## src/rtl/parity_unload_pkg.sv

```systemverilog
// Shared constants, state encoding and buffered-word payload for the parity unload path.
package parity_unload_pkg;

    localparam int unsigned WORD_W    = 16;
    localparam int unsigned NUM_WORDS = 6;
    localparam int unsigned ADDR_W    = 3;
    localparam int unsigned CNT_W     = ADDR_W + 1;

    typedef enum logic [1:0] {
        IDLE  = 2'd0,
        READ  = 2'd1,
        DRAIN = 2'd2
    } state_e;

    typedef struct packed {
        logic              last;
        logic [WORD_W-1:0] data;
    } word_t;

endpackage

```

## src/rtl/parity_skid_fifo.sv

```systemverilog
// Two-entry output skid FIFO; entry 0 is always the head so out_data comes straight from a flop.
module parity_skid_fifo
    import parity_unload_pkg::*;
(
    input  logic            clk_in,
    input  logic            rst,
    input  logic            push,
    input  logic            pop,
    input  logic [WORD_W:0] wr_word,
    output logic [WORD_W:0] head,
    output logic            full,
    output logic            empty,
    output logic [1:0]      occ
);

    word_t      e0_q, e0_d;
    word_t      e1_q, e1_d;
    logic [1:0] occ_q, occ_d;
    logic       pop_ok;

    assign pop_ok = pop && (occ_q != 2'd0);

    always_comb begin
        e0_d  = e0_q;
        e1_d  = e1_q;
        occ_d = occ_q;
        case (occ_q)
            2'd0: begin
                if (push) begin
                    e0_d  = wr_word;
                    occ_d = 2'd1;
                end
            end
            2'd1: begin
                if (push && pop_ok) begin
                    e0_d = wr_word;
                end else if (push) begin
                    e1_d  = wr_word;
                    occ_d = 2'd2;
                end else if (pop_ok) begin
                    occ_d = 2'd0;
                end
            end
            default: begin
                if (pop_ok) begin
                    e0_d = e1_q;
                    if (push) begin
                        e1_d = wr_word;
                    end else begin
                        occ_d = 2'd1;
                    end
                end
            end
        endcase
    end

    always_ff @(posedge clk_in or negedge rst) begin
        if (!rst) begin
            e0_q  <= '0;
            e1_q  <= '0;
            occ_q <= 2'd0;
        end else begin
            e0_q  <= e0_d;
            e1_q  <= e1_d;
            occ_q <= occ_d;
        end
    end

    assign head  = e0_q;
    assign full  = (occ_q == 2'd2);
    assign empty = (occ_q == 2'd0);
    assign occ   = occ_q;

endmodule

```

## src/rtl/parity_unload.sv

```systemverilog
// Counts the parity load burst, then reads the bank back and streams the words over valid/ready.
module parity_unload
    import parity_unload_pkg::*;
(
    input  logic              clk_in,
    input  logic              rst,
    input  logic              p_en,
    output logic              rd_en,
    output logic [ADDR_W-1:0] rd_addr,
    input  logic [WORD_W-1:0] par_data,
    output logic [WORD_W-1:0] out_data,
    output logic              out_valid,
    input  logic              out_ready,
    output logic              out_last,
    output logic              busy,
    output logic              done,
    output logic              len_err,
    output logic              ovr_err
);

    state_e            state_q, state_d;
    logic              p_en_q;
    logic [CNT_W-1:0]  load_cnt_q, load_cnt_d;
    logic [ADDR_W-1:0] rd_addr_q, rd_addr_d;
    logic [CNT_W-1:0]  push_idx_q, push_idx_d;
    logic              inflight_q;
    logic              last_xfer_q, last_xfer_d;
    logic              len_err_q, len_err_d;
    logic              ovr_err_q, ovr_err_d;

    word_t             push_word;
    word_t             head;
    logic              fifo_full, fifo_empty;
    logic [1:0]        fifo_occ;
    logic              p_fall, p_rise, pop, credit_ok, rd_en_c, done_c;

    assign p_fall = p_en_q && !p_en;
    assign p_rise = p_en && !p_en_q;
    assign pop    = !fifo_empty && out_ready;
    assign done_c = pop && head.last;

    // A new read is allowed only if its word will still have a FIFO slot when it lands.
    assign credit_ok = (3'(fifo_occ) + 3'(inflight_q)) < (3'd2 + 3'(pop));
    assign rd_en_c   = (state_q == READ) && credit_ok && !(fifo_full && !pop);

    assign push_word.last = (push_idx_q == CNT_W'(NUM_WORDS - 1));
    assign push_word.data = par_data;

    parity_skid_fifo u_fifo (
        .clk_in  (clk_in),
        .rst     (rst),
        .push    (inflight_q),
        .pop     (pop),
        .wr_word (push_word),
        .head    (head),
        .full    (fifo_full),
        .empty   (fifo_empty),
        .occ     (fifo_occ)
    );

    always_comb begin
        state_d     = state_q;
        load_cnt_d  = load_cnt_q;
        rd_addr_d   = rd_addr_q;
        push_idx_d  = push_idx_q;
        last_xfer_d = last_xfer_q;
        len_err_d   = 1'b0;
        ovr_err_d   = 1'b0;

        if (inflight_q) begin
            push_idx_d = push_idx_q + CNT_W'(1);
        end
        if (rd_en_c) begin
            rd_addr_d = rd_addr_q + ADDR_W'(1);
        end
        if (done_c) begin
            last_xfer_d = 1'b1;
        end

        case (state_q)
            IDLE: begin
                if (p_en && (load_cnt_q != CNT_W'(NUM_WORDS + 1))) begin
                    load_cnt_d = load_cnt_q + CNT_W'(1);
                end
                if (p_fall) begin
                    load_cnt_d = '0;
                    if (load_cnt_q == CNT_W'(NUM_WORDS)) begin
                        state_d     = READ;
                        rd_addr_d   = '0;
                        push_idx_d  = '0;
                        last_xfer_d = 1'b0;
                    end else begin
                        len_err_d = 1'b1;
                    end
                end
            end
            READ: begin
                ovr_err_d = p_rise;
                if (rd_en_c && (rd_addr_q == ADDR_W'(NUM_WORDS - 1))) begin
                    state_d = DRAIN;
                end
            end
            DRAIN: begin
                // A burst starting on the exit cycle is the next frame, not an overrun.
                if (fifo_empty && !inflight_q && last_xfer_q) begin
                    state_d    = IDLE;
                    load_cnt_d = p_en ? CNT_W'(1) : '0;
                end else begin
                    ovr_err_d = p_rise;
                end
            end
            default: begin
                state_d = IDLE;
            end
        endcase
    end

    always_ff @(posedge clk_in or negedge rst) begin
        if (!rst) begin
            state_q     <= IDLE;
            p_en_q      <= 1'b0;
            load_cnt_q  <= '0;
            rd_addr_q   <= '0;
            push_idx_q  <= '0;
            inflight_q  <= 1'b0;
            last_xfer_q <= 1'b0;
            len_err_q   <= 1'b0;
            ovr_err_q   <= 1'b0;
        end else begin
            state_q     <= state_d;
            p_en_q      <= p_en;
            load_cnt_q  <= load_cnt_d;
            rd_addr_q   <= rd_addr_d;
            push_idx_q  <= push_idx_d;
            inflight_q  <= rd_en_c;
            last_xfer_q <= last_xfer_d;
            len_err_q   <= len_err_d;
            ovr_err_q   <= ovr_err_d;
        end
    end

    assign rd_en     = rd_en_c;
    assign rd_addr   = rd_addr_q;
    assign out_data  = head.data;
    assign out_valid = !fifo_empty;
    assign out_last  = !fifo_empty && head.last;
    assign busy      = (state_q != IDLE);
    assign done      = done_c;
    assign len_err   = len_err_q;
    assign ovr_err   = ovr_err_q;

endmodule

```

## config.mk

```make
export PLATFORM = sky130hd
export DESIGN_NAME = parity_unload
export DESIGN_NICKNAME = d
export VERILOG_FILES = /design/src/rtl/parity_unload_pkg.sv /design/src/rtl/parity_skid_fifo.sv /design/src/rtl/parity_unload.sv
export SDC_FILE = /design/constraint.sdc
export NUM_CORES = 1
export LEC_CHECK = 0
export BUFFER_PORTS_ARGS = -buffer_cell sky130_fd_sc_hd__clkbuf_2
export CORE_ASPECT_RATIO = 0.5
export CORE_UTILIZATION = 56
export DETAILED_ROUTE_END_ITERATION = 8
export PLACE_DENSITY_LB_ADDON = 0.3
export SLEW_MARGIN = 30
export SYNTH_ARGS = -nofsm -noshare
export SYNTH_HDL_FRONTEND = slang
export SYNTH_SLANG_ARGS = --single-unit
```

## constraint.sdc

```tcl
create_clock -name clk_in -period 2.45 [get_ports clk_in]
set_clock_uncertainty 0.1 [all_clocks]
set_input_delay 0.1225 -clock clk_in [delete_from_list [all_inputs] [get_ports clk_in]]
set_output_delay 0.1225 -clock clk_in [all_outputs]
set_load 0.01 [all_outputs]
```

==> results.json <==
{
  "status": "finished, final reports clean",
  "numCtsBuffers": 5,
  "tns_ps": 0,
  "antenna_left": 0,
  "min_path_cells": 4,
  "initial_utilization": 0.604,
  "hold_buffers": 18,
  "yosysSeqAreaShare": 0.489,
  "end_kind": "output port",
  "grt_pass1_wl_um": 8710,
  "viasPerCell": 5.33,
  "insertion_delay_ps": 290,
  "h-tree-depth": 2,
  "r2r_setup_slack_ps": 390,
  "crit_path_cell_trace": "ha_1, ha_1, nand2b_1, a21oi_1, nor2_1, clkbuf_2",
  "pwr_density_cell_mw_per_mm2": 1090,
  "yosys.area_share.simple": 0.113,
  "die_area_mm2": 0.00524,
  "cp-start-kind": "register",
  "ys_seq_elements": 54,
  "drv_cap": 0,
  "slew_headroom": 0.517,
  "fmax_ghz": 0.443,
  "grt.overflow.total": 0,
  "yosys.area.top_type_share": 0.489,
  "vdd_ir_drop_max_mv": 0.579,
  "vias": 2013,
  "n_antenna_cell": 0,
  "dp_hpwl_um": 3500,
  "die_w_um": 101,
  "worstMarginPinSlew_ps": 724,
  "cts_buffer_depth": 2,
  "drive_gt1_frac": 0.253,
  "synth_common_cells": "dfrtp_1, nor2_1, a21oi_1",
  "drt_iter0_drc": 47,
  "areaGrowthSynthToFinish_pct": 17.3,
  "ios": 46,
  "worstHoldPathType": "input pin to register",
  "avgSynthCellArea_um2": 10.6,
  "grt_usage": 0.217,
  "min_period_over_period": 0.921,
  "clockRootBuffer": "clkbuf_8",
  "synthArstFlopShare": 1.00,
  "clk_pin_slew_worst_paths_ps": 90,
  "synth_top_family_by_area": "compound AO/OA/AOI/OAI gates",
  "yosys.area.top_type": "dfrtp_1",
  "period_needed_ps": 2260,
  "rsz0062_at_grt": "no",
  "gp_congestion": 0.855,
  "num-nets-final": 342,
  "fp-row-count": 17,
  "cts_setup_buffers": 0,
  "setup_violations": 0,
  "totalWireLength_um": 5060,
  "ys.flop_type": "dfrtp_1",
  "crit_cells": 6,
  "syn_area_mm2": 0.00276,
  "fillers": 342,
  "firstDrtPassIters": 4,
  "cp_top_family": "adder cells",
  "post_drt_wl_per_cell_um": 13.4,
  "r2r.worst_path.cells": 6,
  "grt_pass1_vias": 1962,
  "slowest_delay_ps": 470,
  "drc": 0,
  "core_area_mm2": 0.00457,
  "grt_max_degree": 35,
  "fin_util": 0.709,
  "syn-num-nets": 291,
  "drv_slew": 0,
  "netlist_instances": 260,
  "antenna_found_initial": 0,
  "ys_top_cells_by_area": "dfrtp_1, mux2_2, mux2i_1",
  "worstPathMaxFanout": 9,
  "crit_arrival_ps": 2030,
  "synth_most_common_cell": "dfrtp_1",
  "synth.mux.area_fraction": 0.123,
  "fp.dieH_um": 51.7,
  "yosys.area_share.xor_xnor": 0.00951,
  "synth_edf_count": 0,
  "critPathSlowestCell": "dfrtp_1",
  "clock-sinks": 54,
  "io_buffers": 45,
  "tritoncts": "yes",
  "cp.required_ps": 2230,
  "p_leak_nw": 1.52,
  "cts_resized": 0,
  "setup.worst_path.class": "register to output port",
  "synth-adder-area-share": 0.0498,
  "cpMostUsedCell": "ha_1",
  "cp_num_buf_inv": 1,
  "yosysWarnings": 0,
  "synth-compound-area-share": 0.134,
  "synth_cell_types": 47,
  "hold_violations": 0
}
==> per-layer routing <==
metal,routed length (um),global-route usage,vias to the layer above
met4,21,0.0604,0
li1,-,-,1006
met5,0,0,-
met1,2420,0.259,964
met2,2430,0.395,39
met3,193,0.0565,4
==> area by class of cell <==
type                       count  area [um^2]  area share
clock buffer                   6         72.6      0.0224
clock inverter                 2         37.5      0.0116
inverter                      14         52.6      0.0162
multi-input combinational    166         1190       0.366
sequential                    54         1350       0.417
tap                           66         82.6      0.0255
timing repair buffer          70          458       0.141
==> power by group <==
| group | internal (W) | switching, W | leakage [nW] |
|---|---|---|---|
| Combinational | 0.000653 | 0.000833 | 0.793 |
| Clock | 0.000305 | 0.000278 | 0.0514 |
| Sequential | 0.00122 | 0.000239 | 0.673 |
==> stage by stage <==
step	hold WS, ps	instance area, um^2	std cells	power, W	worst slack, ps
after detailed placement	118	2950	352	0.00293	416
after CTS	157	3240	378	0.00355	187
after global placement	106	2950	352	0.00285	470
after floorplan	-273	2760	260	0.00264	534
after global routing	206	3240	378	0.00381	19.5
final	179	3240	378	0.00353	194
==> state kept, by name, indices dropped and copies added, names as in the netlist <==
name and cells:
u_fifo.head 17, p_en_q 1, last_xfer_q 1, len_err 1, push_idx_q 4, u_fifo.occ 2
load_cnt_q 4, state_q 2, rd_addr 3, ovr_err 1, u_fifo.e1_q 17, inflight_q 1
==> final timing paths <==
path                                 start               to
max                          u_fifo.occ[0]            rd_en
min                              out_ready      last_xfer_q
max reg2reg                  u_fifo.occ[0]       rd_addr[2]
min reg2reg                u_fifo.e1_q[16]  u_fifo.e1_q[16]
max in group asynchronous              rst   u_fifo.head[1]
min in group asynchronous              rst   u_fifo.e1_q[9]
==> cell families (layout without fill, tap and decap cells) <==
family / count (synthesis) / after routing
AO/OA/AOI/OAI: 57 / 57
adder cells (fa/ha/maj): 11 / 11
multiplexers: 32 / 32
AND/OR/NAND/NOR: 63 / 63
buffers and inverters: 40 / 92
flip-flops: 54 / 54
XOR/XNOR: 3 / 3
==> layout by cell type, fill, tap and decap left out, types with 2 or more instances in the layout <==
| master | instances |
|---|---|
| nand2b_1 | 8 |
| xor2_1 | 2 |
| o22ai_1 | 2 |
| o21a_1 | 2 |
| nand2_1 | 9 |
| inv_1 | 14 |
| ha_1 | 11 |
| mux2_2 | 16 |
| o21ai_0 | 8 |
| mux2i_1 | 16 |
| buf_4 | 7 |
| dfrtp_1 | 54 |
| clkbuf_8 | 5 |
| nand3b_1 | 2 |
| nor3_1 | 3 |
| clkbuf_2 | 45 |
| a22o_1 | 2 |
| a21oi_1 | 25 |
| a211oi_1 | 4 |
| nor2_1 | 27 |
| and2_1 | 2 |
| a21o_1 | 2 |
| dlygate4sd3_1 | 18 |
| nand3_1 | 2 |
==> worst min-delay path, stage by stage <==
cell      delay (ps)
clkbuf_2         120
and2_1           170
nor2_1            90
nor2_1            40
No activity file was read; power rests on OpenSTA's default activity.
